==> config.mk <==
export PLATFORM = sky130hd
export DESIGN_NAME = vga_test_pattern
export DESIGN_NICKNAME = d
export VERILOG_FILES = /design/src/rtl/vga_test_pattern.sv
export SDC_FILE = /design/constraint.sdc
export NUM_CORES = 1
export LEC_CHECK = 0
export ABC_AREA = 1
export CORE_MARGIN = 10
export CORE_UTILIZATION = 30
export DETAILED_ROUTE_END_ITERATION = 8
export HOLD_SLACK_MARGIN = 0.03
export PLACE_DENSITY_LB_ADDON = 0.2
export SYNTH_ARGS = -nofsm -noshare
export SYNTH_HDL_FRONTEND = slang
export SYNTH_SLANG_ARGS = --single-unit
==> constraint.sdc <==
create_clock -name CLK -period 2.47 [get_ports CLK]
set_input_delay 0.741 -clock CLK [delete_from_list [all_inputs] [get_ports CLK]]
set_output_delay 0.741 -clock CLK [all_outputs]
set_load 0.02 [all_outputs]
==> src/rtl/vga_test_pattern.sv <==
// Final video stage: recovers column/row counters from upstream sync levels and drives porched syncs plus a test pattern.
// Optional build macro VGA_GRID_OVERLAY_EN adds a white 64-pixel grid over patterns 1..6.
`timescale 1ns/1ps

module vga_test_pattern #(
    parameter int TOTAL_COLS    = 800,
    parameter int TOTAL_ROWS    = 525,
    parameter int ACTIVE_COLS   = 640,
    parameter int ACTIVE_ROWS   = 480,
    parameter int H_FRONT_PORCH = 18,
    parameter int H_BACK_PORCH  = 50,
    parameter int V_FRONT_PORCH = 10,
    parameter int V_BACK_PORCH  = 33,
    parameter int VIDEO_WIDTH   = 3
) (
    input  logic                   CLK,
    input  logic                   RST_N,
    input  logic                   I_H_Sync,
    input  logic                   I_V_Sync,
    input  logic [3:0]             I_Pattern,
    output logic [9:0]             O_Col_Count,
    output logic [9:0]             O_Row_Count,
    output logic                   O_H_Sync,
    output logic                   O_V_Sync,
    output logic                   O_Active,
    output logic [VIDEO_WIDTH-1:0] O_Red,
    output logic [VIDEO_WIDTH-1:0] O_Grn,
    output logic [VIDEO_WIDTH-1:0] O_Blu
);

    localparam logic [0:0] ST_UNLOCKED = 1'b0;
    localparam logic [0:0] ST_LOCKED   = 1'b1;

    localparam logic [9:0] COL_LAST    = 10'(TOTAL_COLS - 1);
    localparam logic [9:0] ROW_LAST    = 10'(TOTAL_ROWS - 1);
    localparam logic [9:0] ACT_COLS    = 10'(ACTIVE_COLS);
    localparam logic [9:0] ACT_ROWS    = 10'(ACTIVE_ROWS);
    localparam logic [9:0] LAST_ACOL   = 10'(ACTIVE_COLS - 1);
    localparam logic [9:0] LAST_AROW   = 10'(ACTIVE_ROWS - 1);
    localparam logic [9:0] HS_START    = 10'(ACTIVE_COLS + H_FRONT_PORCH);
    localparam logic [9:0] HS_END      = 10'(TOTAL_COLS - H_BACK_PORCH);
    localparam logic [9:0] VS_START    = 10'(ACTIVE_ROWS + V_FRONT_PORCH);
    localparam logic [9:0] VS_END      = 10'(TOTAL_ROWS - V_BACK_PORCH);
    localparam logic [9:0] BAR_WIDTH   = 10'(ACTIVE_COLS / 8);
    localparam logic [VIDEO_WIDTH-1:0] FULL = '1;

    // Edge detection: input register, previous-value register, registered rise flag.
    logic h_cur_reg, h_prev_reg, h_rise_reg;
    logic v_cur_reg, v_prev_reg, v_rise_reg;

    always_ff @(posedge CLK or negedge RST_N) begin
        if (!RST_N) begin
            h_cur_reg  <= 1'b0;
            h_prev_reg <= 1'b0;
            h_rise_reg <= 1'b0;
            v_cur_reg  <= 1'b0;
            v_prev_reg <= 1'b0;
            v_rise_reg <= 1'b0;
        end else begin
            h_cur_reg  <= I_H_Sync;
            h_prev_reg <= h_cur_reg;
            h_rise_reg <= h_cur_reg & ~h_prev_reg;
            v_cur_reg  <= I_V_Sync;
            v_prev_reg <= v_cur_reg;
            v_rise_reg <= v_cur_reg & ~v_prev_reg;
        end
    end

    // Stage 1: recovered counters, lock state and latched pattern.
    logic [9:0] col_reg, col_next;
    logic [9:0] row_reg, row_next;
    logic [0:0] state_reg, state_next;
    logic [3:0] pattern_reg, pattern_next;
    logic [9:0] row_inc;

    assign row_inc = (row_reg == ROW_LAST) ? 10'd0 : row_reg + 10'd1;

    always_comb begin
        col_next     = col_reg;
        row_next     = row_reg;
        state_next   = state_reg;
        pattern_next = pattern_reg;
        if (v_rise_reg) begin
            col_next     = 10'd0;
            row_next     = 10'd0;
            state_next   = ST_LOCKED;
            pattern_next = I_Pattern;
        end else if (state_reg == ST_LOCKED) begin
            // An H edge and the natural line wrap both start a new line; only one may win.
            if (h_rise_reg || col_reg == COL_LAST) begin
                col_next = 10'd0;
                row_next = row_inc;
            end else begin
                col_next = col_reg + 10'd1;
            end
        end
    end

    always_ff @(posedge CLK or negedge RST_N) begin
        if (!RST_N) begin
            col_reg     <= 10'd0;
            row_reg     <= 10'd0;
            state_reg   <= ST_UNLOCKED;
            pattern_reg <= 4'd0;
        end else begin
            col_reg     <= col_next;
            row_reg     <= row_next;
            state_reg   <= state_next;
            pattern_reg <= pattern_next;
        end
    end

    assign O_Col_Count = col_reg;
    assign O_Row_Count = row_reg;

    // Stage 2 decode, computed from the stage-1 position.
    logic                   locked;
    logic                   visible;
    logic                   hs_pulse;
    logic                   vs_pulse;
    logic [2:0]             bar;
    logic                   on_border;
    logic [VIDEO_WIDTH-1:0] red_next, grn_next, blu_next;

    assign locked    = (state_reg == ST_LOCKED);
    assign visible   = locked && (col_reg < ACT_COLS) && (row_reg < ACT_ROWS);
    assign hs_pulse  = locked && (col_reg >= HS_START) && (col_reg < HS_END);
    assign vs_pulse  = locked && (row_reg >= VS_START) && (row_reg < VS_END);
    assign bar       = 3'(col_reg / BAR_WIDTH);
    assign on_border = (col_reg == 10'd0) || (col_reg == LAST_ACOL) ||
                       (row_reg == 10'd0) || (row_reg == LAST_AROW);

    always_comb begin
        red_next = '0;
        grn_next = '0;
        blu_next = '0;
        case (pattern_reg)
            4'd1: red_next = FULL;
            4'd2: grn_next = FULL;
            4'd3: blu_next = FULL;
            4'd4: begin
                if (col_reg[5] ^ row_reg[5]) begin
                    red_next = FULL;
                    grn_next = FULL;
                    blu_next = FULL;
                end
            end
            4'd5: begin
                red_next = {VIDEO_WIDTH{bar[2]}};
                grn_next = {VIDEO_WIDTH{bar[1]}};
                blu_next = {VIDEO_WIDTH{bar[0]}};
            end
            4'd6: begin
                if (on_border) begin
                    red_next = FULL;
                    grn_next = FULL;
                    blu_next = FULL;
                end
            end
            default: begin
                red_next = '0;
                grn_next = '0;
                blu_next = '0;
            end
        endcase
`ifdef VGA_GRID_OVERLAY_EN
        if ((pattern_reg >= 4'd1) && (pattern_reg <= 4'd6) &&
            ((col_reg[5:0] == 6'd0) || (row_reg[5:0] == 6'd0))) begin
            red_next = FULL;
            grn_next = FULL;
            blu_next = FULL;
        end
`else
`endif
        if (!visible) begin
            red_next = '0;
            grn_next = '0;
            blu_next = '0;
        end
    end

    always_ff @(posedge CLK or negedge RST_N) begin
        if (!RST_N) begin
            O_H_Sync <= 1'b1;
            O_V_Sync <= 1'b1;
            O_Active <= 1'b0;
            O_Red    <= '0;
            O_Grn    <= '0;
            O_Blu    <= '0;
        end else begin
            O_H_Sync <= ~hs_pulse;
            O_V_Sync <= ~vs_pulse;
            O_Active <= visible;
            O_Red    <= red_next;
            O_Grn    <= grn_next;
            O_Blu    <= blu_next;
        end
    end

endmodule
# Word level (Yosys, flattened, before mapping)
# Index checks and enable logic that the tools add are counted.
[classes] n_addsub=2 eq_ne=10 n_reduce_logical=15 mux=15 bitwise_logic=7 div_mod_pow=1 order_cmp=6
[ops] op="two-way mux 10 bit" count=7
[ops] op="one-hot mux 3 bit (4 select lines)" count=3
[ops] op="equality test 10 bit (second input constant)" count=3
[ops] op="adder 10 x 1 -> 10 bit (second input constant)" count=2
[ops] op="zero test 10 bit" count=2
[ops] op="< comparator 10 bit (second input constant)" count=2
[ops] op="< comparator 10 x 9 -> 1 bit (second input constant)" count=2
[ops] op="two-way mux 3 bit" count=5
[ops] op="equality test 4 x 3 -> 1 bit (second input constant)" count=3
[ops] op="divider 10 x 7 -> 10 bit (second input constant)" count=1
[ops] op="equality test 10 x 9 -> 1 bit (second input constant)" count=1
[ops] op="greater-or-equal comparator 10 bit (second input constant)" count=1
[ops] op="greater-or-equal comparator 10 x 9 -> 1 bit (second input constant)" count=1
[ops] op="equality test 4 x 2 -> 1 bit (second input constant)" count=2
[ops] op="logical AND 1 bit" count=6
[ops] op="equality test 4 x 1 -> 1 bit (second input constant)" count=1
[ops] op="logical OR 1 bit" count=4
[ops] op="inverter 1 bit" count=4
[ops] op="nonzero test 2 bit" count=2
[ops] op="bitwise AND 1 bit" count=2
[ops] op="AND reduction 2 bit" count=1
[ops] op="XOR 1 bit" count=1
[totals] ff_bits=43 out_inout_bits=32 wordCells=72

# Depth between registers and ports, before layout
[logic_depth] ltp_word=7 depth_mapped=14

# Worst setup path before layout
# Ideal clock, no wire load.
[synth_timing] path_type="register -> register" start="register row_reg[1] (netlist: O_Row_Count[1])" end="register row_reg[3] (netlist: O_Row_Count[3])" setup_time_ns=0.123 path_buffers=0 setup_slack_ns=0.913 period_less_slack_ns=1.557 path_stages_with_launch=10 arrival_ns=1.434 cell_sequence="dfrtp_1 inv_1 ha_1 inv_1 nor2_1 nand3_1 o31ai_1 nor2_1 nor2_1 a21oi_1"
[synth_via] elab_chain_len=5 elab_cells_between_ends=6 classes_between="add/sub (1); eq/ne (1); mux (4)"
[synth_lines] element="from (decl)" line="71" rtl="logic [9:0] row_reg, row_next;"
[synth_lines] element="from (signal assigned)" line="107" rtl="row_reg <= row_next;"
[synth_lines] element="adder 10 x 1 -> 10 bit or equality test 10 bit (tied branches)" line="76" rtl="assign row_inc = (row_reg == ROW_LAST) ? 10'd0 : row_reg + 10'd1;"
[synth_lines] element="two-way mux 10 bit *" line="76"
[synth_lines] element="two-way mux 10 bit *" line="90" rtl="if (h_rise_reg || col_reg == COL_LAST) begin"
[synth_lines] element="two-way mux 10 bit *" line="88" rtl="end else if (state_reg == ST_LOCKED) begin"
[synth_lines] element="two-way mux 10 bit *" line="83" rtl="if (v_rise_reg) begin"
# Every way passes the cells marked *; elsewhere a longest branch is shown, timed or not. The select of a mux whose other input is x is not followed.
# A chain may end at the register's enable or synchronous reset.

# Final worst setup path
[layout_timing] start="register col_reg[5] (netlist: O_Col_Count[5])" end="output O_Col_Count[5]"
[layout_lines] element="from (decl)" line="70" rtl="logic [9:0] col_reg, col_next;"
[layout_lines] element="from (signal assigned)" line="106" rtl="col_reg <= col_next;"
[layout_lines] element="to (decl)" line="21" rtl="output logic [9:0] O_Col_Count,"
# No word-level cell between the ends.

==> impl_metrics.py <==
metrics = {
    "setup_path": {
        "required_ns": 1.73,
        "critPathLaunchType": "flop",
        "crit_fanout": 9,
        "endpoint_kind": "output pin",
        "critPathBufInv": 1,
        "critPathKind": "flop to output pin",
        "arrival_ns": 1.48,
        "cp_top_family": "buffers and inverters",
        "cp_cell_sequence": "clkdlybuf4s50_1",
        "critPathSlowestCell": "clkdlybuf4s50_1",
        "rrSetupSlack_ns": 0.66,
        "cp_slowest_stage_delay_ns": 0.67,
    },
    "clock_tree": {
        "cts_buffers": 5,
        "clkSinkCount": 37,
        "clkTransAtPathRegs_ns": 0.08,
        "cts_tree": "built",
        "htree_levels": 2,
        "postCtsHoldBufs": 0,
        "cts_setup_buffers": 0,
        "clock-root-buffer": "clkbuf_8",
        "cts_resized": 0,
        "clk-insertion-delay-late_ns": 0.29,
        "cts_buffer_depth": 2,
    },
    "logic_synthesis": {
        "synth_area_per_cell_um2": 7.59,
        "syn_area_mm2": 0.00215,
        "synth_warnings": 0,
        "syn_inst": 284,
        "synth_seq_cells": 37,
        "syn-num-nets": 296,
        "yosys.area.top_type": "dfrtp_1",
        "async_reset_ff_frac": 1.00,
        "ys_seq_area_frac": 0.431,
        "netlist.area_leader.share": 0.407,
        "ys.flop_type": "dfrtp_1",
        "synth.distinct_cells": 32,
        "synth_edf_count": 0,
        "ys_top_cells_by_area": "dfrtp_1 (41%), nand2_1 (10%), inv_1 (7.1%), nor2_1 (5.4%), nand3_1 (4.9%)",
    },
    "global_routing": {
        "globalRoute.busiestLayer": "met2",
        "grt_usage": 0.102,
        "antenna_found_initial": 0,
        "grt_pass1_vias": 1946,
        "grt_use_met2": 0.157,
        "grt_max_degree": 20,
        "gr-total-overflow": 0,
        "grt.met3_usage": 0.0350,
        "grt_pass1_wl_mm": 9.38,
        "use_met1": 0.128,
    },
    "sta": {
        "period_share": 0.901,
        "layout_min_cycle_time_ns": 2.23,
        "setup_violations": 0,
        "skew_ns": 0.00468,
        "hold_viol_final": 0,
        "setup_ws_ns": 0.244,
        "fin_tns_setup_ns": 0,
        "rsz0062_at_grt": "no",
        "relSlewSlack": 0.663,
        "max_clock_freq_mhz": 449,
        "whs_ns": 0.377,
        "drv_slew": 0,
        "worstMarginPinSlew_ns": 0.501,
    },
    "floorplanning": {
        "die_w_um": 105,
        "dieHeight_um": 105,
        "initial_core_util": 0.314,
        "dieArea_mm2": 0.0110,
        "ioPinCount": 40,
        "std_cell_rows": 30,
        "coreArea_mm2": 0.00687,
    },
    "drt": {
        "viasPerCell": 4.66,
        "drc_errors": 0,
        "routed_wl_mm": 5.35,
        "vias": 1937,
        "wire_per_inst_um": 12.9,
        "firstDrtPassIters": 4,
        "ant_nets": 0,
        "drt_iter0_markers": 96,
    },
    "finish": {
        "nets": 331,
        "post-route-cell-area_mm2": 0.00268,
        "drive_gt1_frac": 0.0781,
        "fin_util": 0.391,
        "diodes": 0,
        "syn_to_final_growth_pct": 24.5,
    },
    "placement": {
        "io_buffers": 39,
        "place_ws_ns": 0.568,
        "routabilityCongestion": 0.876,
        "dp_hpwl_mm": 4.17,
        "place_area_mm2": 0.00260,
    },
    "power": {
        "p_per_area_mw_per_mm2": 591,
        "leakage_nw": 1.22,
        "ir_worst_vdd_v": 0.000276,
    },
    "flow_run": {
        "cap_violations": 0,
    },
    "outcome": {
        "status": "completed",
    },
    "hold_path": {
        "hp-class": "flop to flop",
    },
}
==> placed cells by master, fill, tap and decap left out, types with 2 or more instances in the layout <==
cell / synthesis / layout
o21ai_1: 3 / 3
nand2_1: 58 / 58
dfrtp_1: 35 / 35
clkinv_2: 0 / 2
inv_2: 4 / 4
nor2_1: 31 / 31
ha_1: 4 / 4
inv_1: 41 / 41
nand4_1: 10 / 10
o21ai_0: 19 / 19
nand3_1: 21 / 21
clkdlybuf4s50_1: 0 / 38
clkbuf_8: 0 / 5
a21oi_1: 9 / 9
nand2_2: 3 / 3
nor3_1: 10 / 10
xor2_1: 6 / 6
dfstp_2: 2 / 2
o22ai_1: 3 / 3
==> final cells by class <==
class	instances	area (um^2)
fillers	721	4190
well taps	96	120
repair buffers	41	413
clock buffers	6	72.6
multi-input cells	189	970
flip-flops and latches	37	928
clock inverters	2	10.0
inverters	45	169
==> Yosys cell counts (4+ instances only) <==
| cell type | instances |
|---|---|
| dfrtp_1 | 35 |
| nand4_1 | 10 |
| nand2_1 | 58 |
| inv_1 | 41 |
| nand3_1 | 21 |
| nor3_1 | 10 |
| nor2_1 | 31 |
| buf_2 | 4 |
| ha_1 | 4 |
| a21oi_1 | 9 |
| o21ai_0 | 19 |
| inv_2 | 4 |
| buf_4 | 7 |
| xor2_1 | 6 |
==> layer usage <==
layer,vias to the layer above,share of wire
li1,980,-
met1,899,0.47
met2,51,0.45
met3,7,0.071
met4,0,0.013
met5,-,0
==> stage by stage <==
| step | cells | total power, mW |
|---|---|---|
| after CTS | 416 | 1.61 |
| after floorplan | 284 | 1.00 |
| final | 416 | 1.59 |
| after detailed placement | 408 | 1.18 |
| after global placement | 408 | 1.18 |
| after global routing | 416 | 1.70 |
==> cells by family after synthesis <==
kind of cell | count (synthesis) | synth area share
AND/OR/NAND/NOR | 138 | 0.289
buffers and inverters | 58 | 0.119
AO/OA/AOI/OAI | 41 | 0.113
adder cells (fa/ha/maj) | 4 | 0.0232
XOR/XNOR | 6 | 0.0244
flip-flops | 37 | 0.431
==> power by group <==
part	total (mW)	switching, mW	internal, mW
Clock	0.422	0.226	0.196
Sequential	0.736	0.0751	0.661
Combinational	0.428	0.245	0.183
==> worst paths after layout <==
check | startpoint | to | cells after the start
worst max-delay path | O_Col_Count[5] | O_Col_Count[5] | 1
min in group asynchronous | RST_N | O_Col_Count[3] | 1
worst min-delay path | h_cur_reg | h_prev_reg | 0
worst min register to register | h_cur_reg | h_prev_reg | 0
worst max register to register | O_Col_Count[6] | O_Row_Count[9] | 8
max in group asynchronous | RST_N | O_V_Sync | 2
(Power assumes the default switching activity.)
